`src/rtl/pc_redirect_ctrl.sv`:
```
// pc_redirect_ctrl: fetch-PC sequencer. Owns the architectural PC, applies
// taken branch/jump resolutions, flushes wrong-path IF/ID work for
// FLUSH_CYCLES cycles and issues the JAL link-register write handshake.
// Optional feature macro: BRANCH_STATS_EN adds saturating resolution counters
// (stat_resolved_o, stat_taken_o).
module pc_redirect_ctrl #(
  parameter logic [31:0] RESET_PC     = 32'h0000_0000,
  parameter int unsigned FLUSH_CYCLES = 2
) (
  input  logic        clk,
  input  logic        rst_n,
  input  logic        stall_i,
  input  logic        resolve_valid,
  input  logic        resolve_taken,
  input  logic [31:0] resolve_target,
  input  logic        resolve_is_jal,
  input  logic [31:0] resolve_pc4,
  output logic        ex_stall_o,
  output logic [31:0] pc_o,
  output logic        fetch_valid_o,
  output logic        flush_o,
  output logic        lr_wr_req_o,
  output logic [31:0] lr_wr_data_o,
`ifdef BRANCH_STATS_EN
  output logic [31:0] stat_taken_o,
  output logic [31:0] stat_resolved_o,
`endif
  input  logic        lr_wr_ack_i
);

  typedef enum logic [1:0] {
    ST_RUN,
    ST_HOLD,
    ST_FLUSH,
    ST_LR_WAIT
  } state_t;

  localparam logic [2:0] FLUSH_LOAD = 3'(FLUSH_CYCLES);

  state_t      state;
  state_t      state_nxt;
  logic [31:0] pc_nxt;
  logic [31:0] pc_inc;
  logic [31:0] target_aligned;
  logic [31:0] hold_target;
  logic        load_hold;
  logic [2:0]  flush_cnt;
  logic [2:0]  flush_cnt_nxt;
  logic        accept_any;
  logic        accept_taken;
  logic        accept_jal;
  logic        lr_done;

  // Instruction fetch is word aligned, so the low target bits are dropped.
  assign target_aligned = resolve_target & ~32'h3;
  assign pc_inc         = pc_o + 32'd4;

  // Resolutions are only consumed in RUN; elsewhere upstream is held off.
  assign accept_any   = (state == ST_RUN) && resolve_valid;
  assign accept_taken = accept_any && resolve_taken;
  assign accept_jal   = accept_taken && resolve_is_jal;
  assign lr_done      = lr_wr_req_o && lr_wr_ack_i;

  assign ex_stall_o = (state != ST_RUN);
  assign flush_o    = (state == ST_FLUSH);

  // Next-state, next-PC and flush-counter decode.
  always_comb begin
    state_nxt     = state;
    pc_nxt        = pc_o;
    flush_cnt_nxt = flush_cnt;
    load_hold     = 1'b0;
    case (state)
      ST_RUN: begin
        if (resolve_valid && resolve_taken) begin
          if (stall_i) begin
            load_hold = 1'b1;
            state_nxt = ST_HOLD;
          end else begin
            pc_nxt        = target_aligned;
            flush_cnt_nxt = FLUSH_LOAD;
            state_nxt     = ST_FLUSH;
          end
        end else if (fetch_valid_o && !stall_i) begin
          pc_nxt = pc_inc;
        end
      end
      ST_HOLD: begin
        if (!stall_i) begin
          pc_nxt        = hold_target;
          flush_cnt_nxt = FLUSH_LOAD;
          state_nxt     = ST_FLUSH;
        end
      end
      ST_FLUSH: begin
        if (!stall_i) pc_nxt = pc_inc;
        // The counter keeps running even while fetch is stalled.
        if (flush_cnt <= 3'd1) begin
          flush_cnt_nxt = 3'd0;
          state_nxt     = (lr_wr_req_o && !lr_wr_ack_i) ? ST_LR_WAIT : ST_RUN;
        end else begin
          flush_cnt_nxt = flush_cnt - 3'd1;
        end
      end
      ST_LR_WAIT: begin
        if (!stall_i) pc_nxt = pc_inc;
        if (!lr_wr_req_o || lr_wr_ack_i) state_nxt = ST_RUN;
      end
      default: state_nxt = ST_RUN;
    endcase
  end

  // Control state, PC and link-write handshake registers.
  always_ff @(posedge clk) begin
    if (!rst_n) begin
      state         <= ST_RUN;
      pc_o          <= RESET_PC;
      fetch_valid_o <= 1'b0;
      flush_cnt     <= 3'd0;
      lr_wr_req_o   <= 1'b0;
      lr_wr_data_o  <= 32'd0;
    end else begin
      state         <= state_nxt;
      pc_o          <= pc_nxt;
      fetch_valid_o <= 1'b1;
      flush_cnt     <= flush_cnt_nxt;
      if (accept_jal) begin
        lr_wr_req_o  <= 1'b1;
        lr_wr_data_o <= resolve_pc4;
      end else if (lr_done) begin
        lr_wr_req_o <= 1'b0;
      end
    end
  end

  // Target captured while the redirect waits for the fetch stall to clear.
  always_ff @(posedge clk) begin
    if (load_hold) hold_target <= target_aligned;
  end

`ifdef BRANCH_STATS_EN
  function automatic logic [31:0] sat_inc(input logic [31:0] v);
    return (v == 32'hFFFF_FFFF) ? v : v + 32'd1;
  endfunction

  // Saturating counters of accepted and accepted-taken resolutions.
  always_ff @(posedge clk) begin
    if (!rst_n) begin
      stat_resolved_o <= 32'd0;
      stat_taken_o    <= 32'd0;
    end else begin
      if (accept_any)   stat_resolved_o <= sat_inc(stat_resolved_o);
      if (accept_taken) stat_taken_o    <= sat_inc(stat_taken_o);
    end
  end
`endif

endmodule

```
`config.mk`:
```
export PLATFORM = sky130hd
export DESIGN_NAME = pc_redirect_ctrl
export DESIGN_NICKNAME = d
export VERILOG_FILES = /design/src/rtl/pc_redirect_ctrl.sv
export SDC_FILE = /design/constraint.sdc
export NUM_CORES = 1
export LEC_CHECK = 0
export CORE_MARGIN = 2
export CORE_UTILIZATION = 35
export DETAILED_ROUTE_END_ITERATION = 8
export PLACE_DENSITY = 0.65
export SLEW_MARGIN = 15
export SYNTH_ARGS = -nofsm -noshare
export SYNTH_HDL_FRONTEND = slang
export SYNTH_SLANG_ARGS = --single-unit
export TNS_END_PERCENT = 1
```
`constraint.sdc`:
```
create_clock -name clk -period 2.3 [get_ports clk]
set_clock_uncertainty 0.15 [all_clocks]
set_input_delay 0.23 -clock clk [delete_from_list [all_inputs] [get_ports clk]]
set_output_delay 0.23 -clock clk [all_outputs]
set_load 0.05 [all_outputs]
```
==> impl_results.md, run 1 <==
* Status: finished, final reports clean
* Fin crit share at 90.2%
* H-tree levels at 3
* Setup TNS at 0 ns
* CTS tree: built
* Root cell of the clock tree: clkbuf_16
* Slew @ Worst Pin at 0.556 ns
* Seq/Total Area, Yosys at 49.6%
* Critical path cell sequence: clkdlybuf4s50_1
* Setup violations, final at 0
* FP Rows at 41
* Total CTS buffers at 9
* Slowest Stage Delay on Critical Path at 0.89 ns
* Mapped Cells at 493
* Die W at 119 microns
* Inserted Diodes at 0
* Fin. Hold Viols at 0
* Area leader, netlist: dfxtp_1
* Via density per instance at 5.51
* Slew headroom at 62.8%
* # fillers at 1225
* Synth-to-Final Area Change at 41.1%
* WS Path Type: reg -> out
* Tmin final at 2.08 ns
* Post-route ant nets at 0
* Cts hold-fix bufs at 0
* Initial drt markers at 379
* Largest net degree at the start of global routing at 34
* Total Routing Usage GR at 20.0%
* Pre-antenna DRT Iters at 6
* Clock slew at reported path FFs at 0.07 ns
* Synth top area cells: dfxtp_1, edfxtp_1, nand2_1, a21oi_1, a22oi_1
* Startpoint types: flop
* Layout cells sized above 1 at 9.94%
* Vias in the first global route at 4482
* Final WL at 13.8 mm
* Worst hold slack at 0.273 ns
* Post-synth EDFFs at 30
* Leak at 0.00223 uW
* Die Y at 119 microns
* Worst Path Required at 1.92 ns
* Core area at 12700 sq um
* I/O pins at 139
* Ys flop type: dfxtp_1
* RSZ-0062 raised after global routing: false
* Yosys warning total at 0
* Family with the most delay on the worst path: buffers and inverters
* Ys async rst share at 0%
* First-pass GRT wire length at 22.4 mm
* CP Max Fanout at 7
* Max Root-Sink Buffers at 2
* Clock latency on the worst-skew pair at 0.35 ns
* Peak supply drop at 0.476 mV
* Buf+Inv Stages, Crit Path at 1
* Pwr/cell area at 652 nW/um^2
* # resized after CTS at 0
* Critical path data arrival time at 1.70 ns
* Post-CTS Setup Bufs at 0
* Synth Cell Area at 4610 sq um
* Syn avg cell area at 9.34 sq um
* Cell variety after synth at 68
* I/O Buffers at 134
* Crit. End Element: output pin
* Starting density of the core at 36.2%
* GPL Wtd Cong at 0.852
* Initial antenna violation count at 0
* Yosys top cell area share at 30.0%
* Synthesized flop and latch total at 99
* Slowest cell on the critical path: clkdlybuf4s50_1
* Total number of vias at 4442
* Max Cap Viol at 0
* # DRC at 0
* Fmax at 482 MHz
* Clock Sinks at 99
* Nets@finish at 703
* Worst hold-check path type: in -> reg
* Die area at 14100 sq um
* Slew Viols, Final at 0
* Gr ovfl total at 0
* WL/cell at 17.2 microns
* Dpl hpwl at 9.90 mm
[Yosys cell counts, drive strengths merged, types with 3 or more instances]
| cell | instances |
|---|---|
| a21o | 3 |
| a21oi | 45 |
| a222oi | 4 |
| a22o | 4 |
| a22oi | 24 |
| a31oi | 3 |
| a32o | 3 |
| and2 | 6 |
| and3 | 9 |
| and4 | 4 |
| buf | 18 |
| clkbuf | 19 |
| dfxtp | 69 |
| edfxtp | 30 |
| ha | 3 |
| inv | 6 |
| mux2i | 4 |
| nand2 | 87 |
| nand3 | 14 |
| nand4 | 15 |
| nor2 | 25 |
| nor3 | 7 |
| nor4 | 7 |
| o211ai | 8 |
| o21ai | 26 |
| o31a | 3 |
| o31ai | 4 |
| or2 | 4 |
[registers in the layout (all words and copies together), names as in the netlist]
register       cells
state              2
lr_wr_req_o        1
fetch_valid_o      1
pc_o              30
flush_cnt          3
lr_wr_data_o      32
hold_target       30
[worst reg2reg max path: cells and delay by family, from the launching register on]
kind / cells / cell delay [ns]
compound gates: 2 / 0.40
simple gates: 3 / 0.50
buf+inv: 1 / 0.21
fa+ha+maj: 1 / 0.25
flops: 1 / 0.41
[layout make-up]
type / count / area (sq um) / share of cell area [%]
clock buffers: 15 / 289 / 4.45
clock inverters: 1 / 5.00 / 0.0770
inverters: 6 / 22.5 / 0.346
multi-input cells: 352 / 2100 / 32.3
flip-flops and latches: 99 / 2280 / 35.1
well taps: 172 / 215 / 3.31
repair buffers: 161 / 1590 / 24.4
[layer usage]
metal	track usage, %	up-vias	share of wire [%]
met5	0	-	0
met4	7.96	0	1.8
met3	7.53	17	8.5
met2	32.1	171	47
met1	24.0	2143	42
li1	-	2111	-
[cells in the final DEF, fill, tap and decap left out, types with 6 or more instances in the layout]
| cell type | n |
|---|---|
| o21ai_0 | 23 |
| nand3_1 | 12 |
| clkdlybuf4s50_1 | 132 |
| dfxtp_1 | 69 |
| a21oi_1 | 45 |
| nor2_1 | 25 |
| nand4_1 | 14 |
| a22oi_1 | 24 |
| nor3_1 | 7 |
| inv_1 | 6 |
| and3_1 | 6 |
| edfxtp_1 | 30 |
| buf_4 | 25 |
| o211ai_1 | 7 |
| nor4_1 | 6 |
| nand2_1 | 87 |
| clkbuf_16 | 10 |
[cells by family (layout without fill, tap and decap cells)]
logic type / after synthesis / in the layout / share of synthesized area, %
buffers and inverters: 43 / 183 / 5.00
AO/OA/AOI/OAI: 154 / 154 / 22.9
AND/OR/NAND/NOR: 188 / 188 / 20.5
other: 1 / 2 / 0.0814
multiplexers: 5 / 5 / 1.11
flip-flops: 99 / 99 / 49.6
adder cells (fa/ha/maj): 3 / 3 / 0.815
[final timing paths]
| kind | start | to | slack (ns) | cells after the start |
|---|---|---|---|---|
| max | pc_o[9]$_SDFFE_PN0P_ | pc_o[9] | 0.22 | 1 |
| min | resolve_pc4[30] | lr_wr_data_o[30]$_SDFFE_PN0P_ | 0.27 | 3 |
| max reg2reg | pc_o[3]$_SDFFE_PN0P_ | pc_o[24]$_SDFFE_PN0P_ | 0.30 | 7 |
| min reg2reg | lr_wr_data_o[14]$_SDFFE_PN0P_ | lr_wr_data_o[14]$_SDFFE_PN0P_ | 0.30 | 2 |
[report_power, final]
group          switching (uW)  leakage [uW]  internal (uW)
Clock                     643      0.000145            859
Combinational             463       0.00125            332
Sequential               68.3      0.000835           1870
[per-stage QoR]
| stage | total power (uW) | instance area [sq um] | utilization, % | setup WS, ns | instances |
|---|---|---|---|---|---|
| after floorplan | 2420 | 4610 | - | 0.000995 | 494 |
| after global placement | 2760 | 6210 | 48.8 | 0.166 | 790 |
| after detailed placement | 2770 | 6210 | 48.8 | 0.110 | 790 |
| after CTS | 4270 | 6500 | 51.1 | 0.202 | 806 |
| after global routing | 4410 | 6500 | 51.1 | 0.121 | 806 |
| final | 4240 | 6500 | 51.1 | 0.224 | 806 |
Note: power is estimated with default switching activity, not from simulation.
==> run 2: changes to the inputs <==
--- a/config.mk
+++ b/config.mk
@@ -7,6 +7,7 @@
 export LEC_CHECK = 0
 export CORE_MARGIN = 2
 export CORE_UTILIZATION = 35
+export CTS_BUF_LIST = sky130_fd_sc_hd__clkbuf_8
 export DETAILED_ROUTE_END_ITERATION = 8
 export PLACE_DENSITY = 0.65
 export SLEW_MARGIN = 15
==> impl_results.md, run 2 (same netlist as run 1, synthesis figures left out) <==
* Clock latency on the worst-skew pair at 0.38 ns (was 0.35 ns)
* P_int at 2750 uW (was 3060 uW)
* Fmax at 470 MHz (was 482 MHz)
* Die area at 14100 sq um (unchanged)
* Post-route ant nets at 0 (unchanged)
* Nets@finish at 703 (unchanged)
* I/O Buffers at 134 (unchanged)
* Slew @ Worst Pin at 0.564 ns (was 0.556 ns)
* Die W at 119 microns (unchanged)
* Total number of vias at 4434 (was 4442)
* Sequential power share at 49.9% (was 45.8%)
* Biggest regs: lr_wr_data_o (32), hold_target (30), pc_o (30) (unchanged)
* Pwr/cell area at 606 nW/um^2 (was 652 nW/um^2)
* Top reg by flops: lr_wr_data_o (unchanged)
* Total Routing Usage GR at 20.0% (about the same)
* Dpl hpwl at 9.90 mm (unchanged)
* Setup violations, final at 0 (unchanged)
* Vias in the first global route at 4470 (was 4482)
* Slew headroom at 62.3% (was 62.8%)
* Worst hold-check path type: in -> reg (unchanged)
* Cts hold-fix bufs at 0 (unchanged)
* Switching part of the total at 29.1% (was 27.7%)
* Largest net degree at the start of global routing at 34 (unchanged)
* Clk pwr share at 29.5% (was 35.4%)
* Setup TNS at 0 ns (unchanged)
* Critical path cell sequence: clkdlybuf4s50_1 (unchanged)
* Slowest cell on the critical path: clkdlybuf4s50_1 (unchanged)
* Combinational share of power at 20.6% (was 18.8%)
* Root cell of the clock tree: clkbuf_8 (was clkbuf_16)
* Worst Path Required at 1.92 ns (about the same)
* # fillers at 1231 (was 1225)
* Clock slew at reported path FFs at 0.09 ns (was 0.07 ns)
* Initial drt markers at 402 (was 379)
* Peak supply drop at 0.394 mV (was 0.476 mV)
* WL/cell at 17.3 microns (was 17.2 microns)
* Max FFs per register at 32 (unchanged)
* Via density per instance at 5.50 (was 5.51)
* RSZ-0062 raised after global routing: false (unchanged)
* Clock Sinks at 99 (unchanged)
* Commonest cells after routing, fill and taps aside: clkdlybuf4s50_1, nand2_1, dfxtp_1, a21oi_1, edfxtp_1 (unchanged)
* Initial antenna violation count at 0 (unchanged)
* Gr ovfl total at 0 (unchanged)
* Worst reg-to-reg path cell count at 7 (unchanged)
* Placed Area at 6210 sq um (unchanged)
* First-pass GRT wire length at 22.5 mm (was 22.4 mm)
* Tmin final at 2.13 ns (was 2.08 ns)
* GPL Wtd Cong at 0.852 (unchanged)
* Crit. End Element: output pin (unchanged)
* Most common library cell in the layout ignoring fill and taps: clkdlybuf4s50_1 (unchanged)
* Die Y at 119 microns (unchanged)
* Post-route design area at 6400 sq um (was 6500 sq um)
* Total CTS buffers at 9 (unchanged)
* # DRC at 0 (unchanged)
* Final WL at 13.9 mm (was 13.8 mm)
* Final Util at 50.3% (was 51.1%)
* Setup crit start: pc_o[9]$_SDFFE_PN0P_ (unchanged)
* Max Root-Sink Buffers at 2 (unchanged)
* Pre-antenna DRT Iters at 6 (unchanged)
* Inserted Diodes at 0 (unchanged)
* Worst hold start: resolve_pc4[30] (unchanged)
* Fin crit share at 92.5% (was 90.2%)
* Layout cells sized above 1 at 9.94% (unchanged)
* Leak at 0.00220 uW (was 0.00223 uW)
* Family with the most delay on the worst path: buffers and inverters (unchanged)
* Status: finished, final reports clean (unchanged)
* Slew Viols, Final at 0 (unchanged)
* Max Cap Viol at 0 (unchanged)
* Fin. Hold Viols at 0 (unchanged)
* H-tree levels at 3 (unchanged)
* Startpoint types: flop (unchanged)
* I/O pins at 139 (unchanged)
* Core area at 12700 sq um (unchanged)
* WS Path Type: reg -> out (unchanged)
* Critical path data arrival time at 1.75 ns (was 1.70 ns)
* Slowest Stage Delay on Critical Path at 0.90 ns (was 0.89 ns)
* Buf+Inv Stages, Crit Path at 1 (unchanged)
* R2R Path Start: pc_o[3]$_SDFFE_PN0P_ (unchanged)
* Post-CTS Setup Bufs at 0 (unchanged)
* # resized after CTS at 0 (unchanged)
* Net switching power figure at 1130 uW (was 1170 uW)
* Number of cells on the critical path at 1 (unchanged)
* Starting density of the core at 36.2% (unchanged)
* CTS tree: built (unchanged)
* WHS Path Cells at 3 (unchanged)
* CP Max Fanout at 7 (unchanged)
* FP Rows at 41 (unchanged)
* Synth-to-Final Area Change at 39.0% (was 41.1%)
==> run 2: through the flow <==
stage	worst slack, ns	std cells	hold slack, ns	power [uW]
2_1_floorplan	0.000995	494	0.108	2420
3_3_place_gp	0.166	790	0.292	2760
6_report	0.173	806	0.241	3880
3_5_place_dp	0.110	790	0.296	2770
5_1_grt	0.0702	806	0.230	4060
4_1_cts	0.153	806	0.218	3920
==> run 2: final timing paths <==
path	slack, ns	endpoint
worst min register to register	0.31	lr_wr_data_o[14]$_SDFFE_PN0P_
worst max-delay path	0.17	pc_o[9]
worst max register to register	0.30	pc_o[24]$_SDFFE_PN0P_
worst min-delay path	0.24	lr_wr_data_o[30]$_SDFFE_PN0P_
==> run 2: area by class of cell <==
type	count	area, sq um	share of cell area [%]
clock inverter	5	46.3	0.723
multi-input combinational	352	2100	32.7
tap	172	215	3.36
clock buffer	11	151	2.36
inverter	6	22.5	0.352
sequential	99	2280	35.6
timing repair buffer	161	1590	24.8
==> run 2: power groups by stage <==
stage	clock network [uW]	registers, uW	logic [uW]
2_1_floorplan	0	2140	281
3_3_place_gp	0	1970	781
3_5_place_dp	0	1980	794
4_1_cts	1180	1940	797
5_1_grt	1260	1950	847
6_report	1150	1940	798
==> run 2: layer usage <==
metal / up-vias / global-route usage [%] / share of wire [%]
li1: 2108 / - / -
met1: 2125 / 24.2 / 43
met2: 181 / 32.5 / 47
met3: 20 / 7.82 / 8.4
met4: 0 / 6.62 / 1.6
met5: - / 0 / 0
